==> config.mk <==
export PLATFORM = sky130hd
export DESIGN_NAME = seven_seg_scan
export DESIGN_NICKNAME = d
export VERILOG_FILES = /design/src/rtl/seven_seg_pkg.sv /design/src/rtl/tick_div.sv /design/src/rtl/seven_seg_scan.sv
export SDC_FILE = /design/constraint.sdc
export NUM_CORES = 1
export LEC_CHECK = 0
export ABC_AREA = 1
export ABC_CLOCK_PERIOD_IN_PS = 2500
export BUFFER_PORTS_ARGS = -buffer_cell sky130_fd_sc_hd__buf_2
export CAP_MARGIN = 5
export CORE_ASPECT_RATIO = 0.8
export CORE_MARGIN = 1.5
export CORE_UTILIZATION = 35
export DETAILED_ROUTE_END_ITERATION = 6
export GPL_ROUTABILITY_DRIVEN = 0
export GPL_TIMING_DRIVEN = 0
export HOLD_SLACK_MARGIN = 0.02
export PLACE_DENSITY = 0.55
export SYNTH_ARGS = -nofsm -noshare
export SYNTH_HDL_FRONTEND = slang
export SYNTH_HIERARCHICAL = 1
export SYNTH_SLANG_ARGS = --single-unit
export TNS_END_PERCENT = 100
==> constraint.sdc <==
create_clock -name clk -period 2.5 [get_ports clk]
set_clock_uncertainty 0.1 [all_clocks]
set_input_delay 0.625 -clock clk [delete_from_list [all_inputs] [get_ports clk]]
set_output_delay 0.625 -clock clk [all_outputs]
set_load 0.03 [all_outputs]
==> src/rtl/seven_seg_pkg.sv <==
// Shared digit-code encoding for the seven-segment scan path and its decoder.
package seven_seg_pkg;

  localparam int unsigned SEG_W     = 7;
  localparam int unsigned BLANK_BIT = 6;
  localparam int unsigned DP_BIT    = 5;
  localparam int unsigned DASH_BIT  = 4;

  typedef logic [SEG_W-1:0] seg_code_t;

  localparam seg_code_t CODE_BLANK = 7'b1000000;
  localparam seg_code_t CODE_DASH  = 7'b0010000;
  localparam seg_code_t CODE_ZERO  = 7'b0000000;

  // A plain zero digit: no blank/dp/dash flag and a zero value nibble.
  function automatic logic is_zero(input seg_code_t code);
    return !code[BLANK_BIT] && !code[DP_BIT] && !code[DASH_BIT]
           && (code[3:0] == CODE_ZERO[3:0]);
  endfunction

  // True when a code lights only the middle segment.
  function automatic logic is_dash(input seg_code_t code);
    return code == CODE_DASH;
  endfunction

endpackage

==> src/rtl/tick_div.sv <==
// Modulo-CLK_DIV prescaler; step_c is high for the one cycle the count sits at CLK_DIV-1.
module tick_div #(
  parameter int unsigned CLK_DIV = 100000
) (
  input  logic clk,
  input  logic rst,
  output logic step_c
);

  localparam int unsigned PW = $clog2(CLK_DIV);
  localparam logic [PW-1:0] CNT_LAST = PW'(CLK_DIV - 1);

  logic [PW-1:0] cnt_q;

  assign step_c = (cnt_q == CNT_LAST);

  always_ff @(posedge clk) begin
    if (rst) begin
      cnt_q <= '0;
    end else if (step_c) begin
      cnt_q <= '0;
    end else begin
      cnt_q <= cnt_q + PW'(1);
    end
  end

endmodule

==> src/rtl/seven_seg_scan.sv <==
// Time-multiplexes NDIG shadowed digit codes onto one decoder input with active-low anodes.
// Shadow writes reach the displayed set only at a frame boundary after a commit request.
module seven_seg_scan
  import seven_seg_pkg::*;
#(
  parameter int unsigned CLK_DIV = 100000,
  parameter int unsigned NDIG    = 8
) (
  input  logic                    clk,
  input  logic                    rst,
  input  logic                    wr_en,
  input  logic [$clog2(NDIG)-1:0] wr_addr,
  input  logic [6:0]              wr_data,
  input  logic                    commit,
  input  logic                    lzs_en,
  input  logic                    blank_all,
  output logic [6:0]              d_out,
  output logic [NDIG-1:0]         an_n,
  output logic                    frame_tick,
  output logic                    pending
);

  localparam int unsigned IW = $clog2(NDIG);
  localparam logic [IW-1:0] IDX_LAST = IW'(NDIG - 1);

  logic            step_c;
  logic            frame_step;
  logic            apply_commit;
  logic            pending_nxt;
  logic [IW-1:0]   idx_q;
  logic [IW-1:0]   idx_nxt;
  logic [NDIG-1:0] an_nxt;
  seg_code_t       shadow_q   [NDIG];
  seg_code_t       shadow_nxt [NDIG];
  seg_code_t       active_q   [NDIG];
  seg_code_t       active_nxt [NDIG];
  seg_code_t       disp_c     [NDIG];

  tick_div #(
    .CLK_DIV (CLK_DIV)
  ) u_tick_div (
    .clk    (clk),
    .rst    (rst),
    .step_c (step_c)
  );

  // Digit index advance; the step out of the last digit is the frame boundary.
  always_comb begin
    frame_step = step_c && (idx_q == IDX_LAST);
    idx_nxt    = idx_q;
    if (step_c) begin
      idx_nxt = frame_step ? '0 : idx_q + IW'(1);
    end
  end

  // Shadow write and atomic shadow-to-active copy; a same-cycle write is included.
  always_comb begin
    apply_commit = frame_step && (pending || commit);
    pending_nxt  = apply_commit ? 1'b0 : (pending || commit);
    for (int i = 0; i < NDIG; i++) begin
      shadow_nxt[i] = shadow_q[i];
      if (wr_en && (32'(wr_addr) == 32'(i))) begin
        shadow_nxt[i] = seg_code_t'(wr_data);
      end
      active_nxt[i] = apply_commit ? shadow_nxt[i] : active_q[i];
    end
  end

  // Leading-zero suppression scans from the top digit down; digit 0 always shows.
  always_comb begin
    logic zero_run;
    zero_run = 1'b1;
    for (int k = NDIG - 1; k >= 0; k--) begin
      zero_run  = zero_run && is_zero(active_nxt[k]);
      disp_c[k] = (lzs_en && zero_run && (k != 0)) ? CODE_BLANK : active_nxt[k];
    end
  end

  always_comb begin
    an_nxt = '1;
    if (!blank_all) begin
      an_nxt = ~(NDIG'(1) << idx_nxt);
    end
  end

  always_ff @(posedge clk) begin
    if (rst) begin
      idx_q      <= '0;
      pending    <= 1'b0;
      d_out      <= CODE_BLANK;
      an_n       <= '1;
      frame_tick <= 1'b0;
      for (int i = 0; i < NDIG; i++) begin
        shadow_q[i] <= CODE_BLANK;
        active_q[i] <= CODE_BLANK;
      end
    end else begin
      idx_q      <= idx_nxt;
      pending    <= pending_nxt;
      d_out      <= disp_c[idx_nxt];
      an_n       <= an_nxt;
      frame_tick <= frame_step;
      for (int i = 0; i < NDIG; i++) begin
        shadow_q[i] <= shadow_nxt[i];
        active_q[i] <= active_nxt[i];
      end
    end
  end

endmodule

-- Word-level counts from Yosys, hierarchy flattened
Memories as Yosys holds them, arrays and structs flattened.
Cells that the tools add are included.
- $add $sub $neg: 2
- order comparisons: 1
- equal/unequal tests: 9
- shift operators: 1
- muxes and demuxes: 47
- bitwise gates (word level): 18
- reduce and logical (&&, ||, !) cells: 77
- operators with widths (cell ; number):
    7-bit 2-to-1 mux ; 41
    1-bit logical AND ; 44
    4-bit zero test ; 7
    7-bit binary-select mux with 3-bit select ; 1
    1-bit zero test ; 21
    17-bit by 1-bit adder with 17-bit output (second input constant) ; 1
    17-bit equality test (second input constant) ; 1
    1-bit OR ; 16
    3-bit equality test (second input constant) ; 5
    8-bit inverter ; 1
    1-bit by 3-bit << shifter with 8-bit output (first input constant) ; 1
    3-bit by 2-bit equality test with 1-bit output (second input constant) ; 2
    3-bit 2-to-1 mux ; 2
    2-bit OR reduction ; 3
    4-bit >= comparator (second input constant) ; 1
    3-bit inverter with 4-bit output ; 1
    3-bit by 1-bit adder with 3-bit output (second input constant) ; 1
    3-bit by 1-bit equality test with 1-bit output (second input constant) ; 1
    3-bit zero test ; 1
    1-bit 2-to-1 mux ; 3
    1-bit logical OR ; 1
- register bits: 37
- bits in writable memories: 112
- bits of input ports: 16
- output and inout port bits: 17
- logic and storage cells: 163
- memories kept: 2
- memories (memory ; depth ; bits a word ; read ports ; clocked after memory_dff ; write ports ; line ; source):
    active_q ; 8 ; 7 ; 8 ; 0 ; 8 ; seven_seg_scan.sv:35 ; seg_code_t active_q [NDIG];
    shadow_q ; 8 ; 7 ; 8 ; 0 ; 8 ; seven_seg_scan.sv:33 ; seg_code_t shadow_q [NDIG];

-- Longest topological paths before layout
- word-level depth: 19
- depth in mapped cells: 22
- gate-level depth less buffers: 21

-- Modules after synthesis
Netlist, hierarchy kept.
- by module, submodules not included (module ; times used ; cells an instance ; area each (sq um) ; sequential area each (sq um)):
    seven_seg_scan ; 1 ; 803 ; 5569.1 ; 2642.5
    tick_div ; 1 ; 140 ; 948.4 ; 340.3

-- Worst setup path after synthesis
OpenSTA, ideal clock, no wires.
- path kind: flip-flop to flip-flop
- start: register u_tick_div.cnt_q[0]
- end: register d_out[6]
- setup time: 0.058 ns
- arrival time: 2.498 ns
- data required time: 2.342 ns
- path slack: -0.156 ns
- cell stages (with the launch flop): 22
- path buffers: 2
- period minus slack after synthesis: 2.656 ns
- path through: dfxtp_1 -> ha_1 -> nand2_1 -> nor2_4 -> nand3_2 -> inv_1 -> nand2_1 -> nor2_4 -> inv_2 -> buf_2 -> buf_2 -> o21bai_2 -> nand3_1 -> nor2_1 -> inv_2 -> nor2_2 -> nand3_1 -> nand2_1 -> nand2_1 -> nand3_1 -> nand2_1 -> nand2_1
- longest elaborated chain between the ends: 19
- elaborated cells on any way between the ends: 86
- classes of those cells: eq/ne: 1; mux: 20; bitwise: 1; reduce/logical: 64
- ends and longest elaborated chain (what ; line ; source):
    start: declaration ; tick_div.sv:13 ; logic [PW-1:0] cnt_q;
    start signal: assignment ; tick_div.sv:23 ; cnt_q <= cnt_q + PW'(1);
    17-bit equality test * ; tick_div.sv:15 ; assign step_c = (cnt_q == CNT_LAST);
    named net step_c ; seven_seg_scan.sv:26 ; logic step_c;
    1-bit logical AND ; seven_seg_scan.sv:49 ; frame_step = step_c && (idx_q == IDX_LAST);
    1-bit logical AND ; seven_seg_scan.sv:58 ; apply_commit = frame_step && (pending || commit);
    7-bit 2-to-1 mux ; seven_seg_scan.sv:65 ; active_nxt[i] = apply_commit ? shadow_nxt[i] : active_q[i];
    1-bit zero test ; seven_seg_pkg.sv:17 ; return !code[BLANK_BIT] && !code[DP_BIT] && !code[DASH_BIT]
    1-bit logical AND (2 in a row) ; seven_seg_pkg.sv:17 ;
    1-bit logical AND ; seven_seg_pkg.sv:18 ; && (code[3:0] == CODE_ZERO[3:0]);
    1-bit logical AND (6 in a row) ; seven_seg_scan.sv:74 ; zero_run = zero_run && is_zero(active_nxt[k]);
    1-bit logical AND ; seven_seg_scan.sv:75 ; disp_c[k] = (lzs_en && zero_run && (k != 0)) ? CODE_BLANK : active_nxt[k];
    7-bit 2-to-1 mux ; seven_seg_scan.sv:75 ;
    7-bit binary-select mux with 3-bit select * ; seven_seg_scan.sv:100 ; d_out <= disp_c[idx_nxt];
    7-bit 2-to-1 mux (not written as such) * (2 in a row) ; seven_seg_scan.sv:100 ;
    end signal: assignment ; seven_seg_scan.sv:100 ;
    end: declaration ; seven_seg_scan.sv:17 ; output logic [6:0] d_out,
Mark *: on every way through the listed nets, which the timed path passes. The rest lies on a longest branch. The select of a mux whose other input is x is not followed.
A chain may end at the register's enable or synchronous reset.

-- Worst setup path after layout
- start: register u_tick_div.cnt_q[0]
- end: register d_out[3]
Same word-level chain as after synthesis.

==> impl_metrics.ini <==
[drt]
drc_violations_left = 0
vias_per_instance = 4.96
wire_per_inst_microns = 16.0
vias = 6352
drt_iter0_drc = 550
detail-route-antenna-nets = 0
first_pass_iters = 5
finalWirelength_microns = 20500

[logic_synthesis]
synth_top_cell_by_area = sky130_fd_sc_hd__dfxtp_1
synthDistinctLibCells = 41
share_of_the_yosys_chip_area_belonging_to_registers_pct = 45.8
synth_enable_flop_cells = 0
yosys-top-cells-area = sky130_fd_sc_hd__dfxtp_1 (46%), sky130_fd_sc_hd__nand2_1 (15%), sky130_fd_sc_hd__nor2_1 (10%)
synth.yosys.warnings = 6
synth_top_cell_area_share_pct = 45.8
synth_async_reset_ratio_pct = 0
syn_avg_cell_area_sq_um = 6.91
synth_fp_nets = 962
syn_inst = 943
mappedNetlistArea_sq_um = 6520
synth-main-ff-cell = sky130_fd_sc_hd__dfxtp_1
synth.ff_latch_count = 149

[floorplanning]
start_util_pct = 35.9
core_area_sq_um = 18200
ioPinCount = 33
design.die.area_sq_um = 19500
overall_die_height_microns = 125
rows = 44
die_width_microns = 156

[critical_path]
path_max_fanout = 5
critical_path_arrival_ns = 2.94
critical_path.startpoint_type = flip-flop
worstSetupPathType = reg2reg
critical_path_endpoint_category = flip-flop
required_ns = 2.70
ff2ff_path_depth = 22

[timing]
finalHoldViolCount = 0
finalSetupViolCount = 7
worst-slew-pin-transition_ns = 0.802
period_needed_ns = 2.74
setup_tns_ns = -0.976
worst_slew_slack_as_a_fraction_of_its_limit_pct = 46.5
worst_slack_ns = -0.241
final_max_slew_viol_count = 0
fmax_mhz = 365
fin_crit_sh_pct = 110
grt_setup_unrepaired = true

[placement]
buffer_ports.inserted = 32
post-place-cells = 1205
dp_hpwl_microns = 13800

[power_and_ir_drop]
power.static_leakage_nw = 3.58
irDropWorstVdd_mv = 0.493
power_density_nw_per_um2 = 599

[clocking]
clk-insertion-delay-late_ns = 0.43
clkSlewWorstSetupHoldPaths_ns = 0.06
tritoncts_clock_tree = done
cts_inserted_buffers = 17
tritoncts_num_sinks = 149
max-clock-path-buffers = 2
ctsHoldBuffers = 0
cts_root_buf = sky130_fd_sc_hd__clkbuf_16
cts_max_level = 4

[global_route]
grt_overflow_total = 0
grt_use_total_pct = 21.1
first_global_vias = 5642
grt_first_pass_wirelength_microns = 31100
antenna_violations_before_repair = 0
grt_start_max_net_pins = 17

[cells_and_area]
final_net_count = 1056
drive_gt1_share_pct = 30.5
final_common_cell = sky130_fd_sc_hd__nand2_1
final-instance-count-excl-fill = 1280
most-common-layout-cells = sky130_fd_sc_hd__nand2_1 (221), sky130_fd_sc_hd__nor2_1 (154), sky130_fd_sc_hd__dfxtp_1 (139), sky130_fd_sc_hd__inv_1 (76)
synthToLayoutAreaGrowth_pct = 35.3
num_antenna_cells = 0

[flow_run]
drv.max_cap_violation_count = 0

[run_status]
status = finished, violations left
failed_checks = negative setup slack

[hold_path]
min_path_type = in2reg
hold-path-cell-count = 3
-- cell usage after synthesis (8+ instances only) --
| cell type | instances |
|---|---|
| sky130_fd_sc_hd__inv_1 | 82 |
| sky130_fd_sc_hd__o22ai_1 | 9 |
| sky130_fd_sc_hd__a21oi_1 | 34 |
| sky130_fd_sc_hd__clkbuf_1 | 15 |
| sky130_fd_sc_hd__o21ai_0 | 22 |
| sky130_fd_sc_hd__nor2_2 | 17 |
| sky130_fd_sc_hd__nand2_1 | 261 |
| sky130_fd_sc_hd__nand3_1 | 50 |
| sky130_fd_sc_hd__nand2_2 | 8 |
| sky130_fd_sc_hd__o21ai_1 | 32 |
| sky130_fd_sc_hd__dfxtp_1 | 149 |
| sky130_fd_sc_hd__buf_2 | 10 |
| sky130_fd_sc_hd__nor2_1 | 176 |
| sky130_fd_sc_hd__or2_2 | 17 |
-- layout make-up --
| cell class | instances | area [sq um] |
|---|---|---|
| Timing Repair Buffer | 75 | 544 |
| Tap cell | 230 | 288 |
| Buffer | 33 | 312 |
| Inverter | 91 | 354 |
| Multi-Input combinational cell | 670 | 3710 |
| Clock buffer | 21 | 480 |
| Clock inverter | 11 | 125 |
| Fill cell | 1771 | 9350 |
| Sequential cell | 149 | 3010 |
-- worst max-delay path, cell delays in order (launching register included) --
cell and delay, ns:
sky130_fd_sc_hd__dfxtp_4 0.35, sky130_fd_sc_hd__ha_4 0.15, sky130_fd_sc_hd__nand2_2 0.08, sky130_fd_sc_hd__nor2_4 0.05, sky130_fd_sc_hd__nand3_4 0.07, sky130_fd_sc_hd__inv_4 0.05
sky130_fd_sc_hd__nand2_4 0.06, sky130_fd_sc_hd__nor2_4 0.04, sky130_fd_sc_hd__buf_6 0.13, sky130_fd_sc_hd__buf_6 0.12, sky130_fd_sc_hd__buf_6 0.12, sky130_fd_sc_hd__buf_6 0.12
sky130_fd_sc_hd__or2_4 0.23, sky130_fd_sc_hd__nand2_4 0.08, sky130_fd_sc_hd__nand2_4 0.05, sky130_fd_sc_hd__nor2_4 0.10, sky130_fd_sc_hd__nand2_4 0.08, sky130_fd_sc_hd__nand2_4 0.09
sky130_fd_sc_hd__inv_2 0.04, sky130_fd_sc_hd__a22oi_2 0.15, sky130_fd_sc_hd__o221ai_2 0.14, sky130_fd_sc_hd__nand2_1 0.11, sky130_fd_sc_hd__o21ai_2 0.09
-- where the power goes --
part	internal, W	switching (W)	leakage, nW
registers	0.00240	0.0000114	1.21
clock network	0.00158	0.00105	0.295
logic	0.0000639	0.000175	2.07
-- state kept, by name, summed over array words and instances (netlist names) --
name              flops
d_out                 7
idx_q                 3
active_q             56
frame_tick            1
pending               1
shadow_q             56
u_tick_div/cnt_q     17
an_n                  8
-- what timing repair did --
action / 4_1_cts / 5_1_grt
pin swaps: 21 / 37
gates resized for setup: 106 / 134
endpoints found under the hold margin: 0 / 0
cloned: 0 / 2
setup buffers: 25 / 17
endpoints found under the setup margin: 31 / 11
-- path summary, 6_finish.rpt --
path / from / end / slack [ns]
hold / removal: blank_all / an_n[5]$_SDFF_PP1_ / 0.33
hold reg to reg: shadow_q[0][6]$_SDFF_PP1_ / shadow_q[0][6]$_SDFF_PP1_ / 0.37
setup / recovery: u_tick_div/cnt_q[0]$_SDFF_PP0_ / d_out[3]$_SDFF_PP0_ / -0.24
setup reg to reg: u_tick_div/cnt_q[0]$_SDFF_PP0_ / d_out[3]$_SDFF_PP0_ / -0.24
-- cells by family (layout without fill, tap and decap cells) --
kind of cell    Yosys count  in the layout  share of synthesized area [%]
buf+inv                 124            231                           7.87
compound gates          111            111                           9.46
simple gates            551            551                           35.6
xor+xnor                  5              5                          0.672
flops                   149            149                           45.8
fa+ha+maj                 3              3                          0.576
-- metal layers --
layer | global-route usage, % | vias up | wire length, microns
met5 | 0 | - | 0
li1 | - | 3149 | -
met1 | 32.3 | 2911 | 10200
met4 | 5.77 | 0 | 490
met2 | 29.0 | 236 | 8280
met3 | 5.23 | 56 | 1540
-- stage by stage --
step / util, % / power, W / hold WS [ns] / cell area [sq um] / worst slack [ns]
floorplan: - / 0.00261 / 0.310 / 6550 / -0.0130
global placement: 38.5 / 0.00269 / 0.324 / 7000 / -0.840
detailed placement: 38.5 / 0.00269 / 0.324 / 7000 / -0.874
CTS: 44.8 / 0.00531 / 0.318 / 8130 / -0.250
global route: 48.5 / 0.00545 / 0.344 / 8820 / -0.352
finish: 48.5 / 0.00528 / 0.331 / 8820 / -0.241
(Power assumes the default switching activity.)
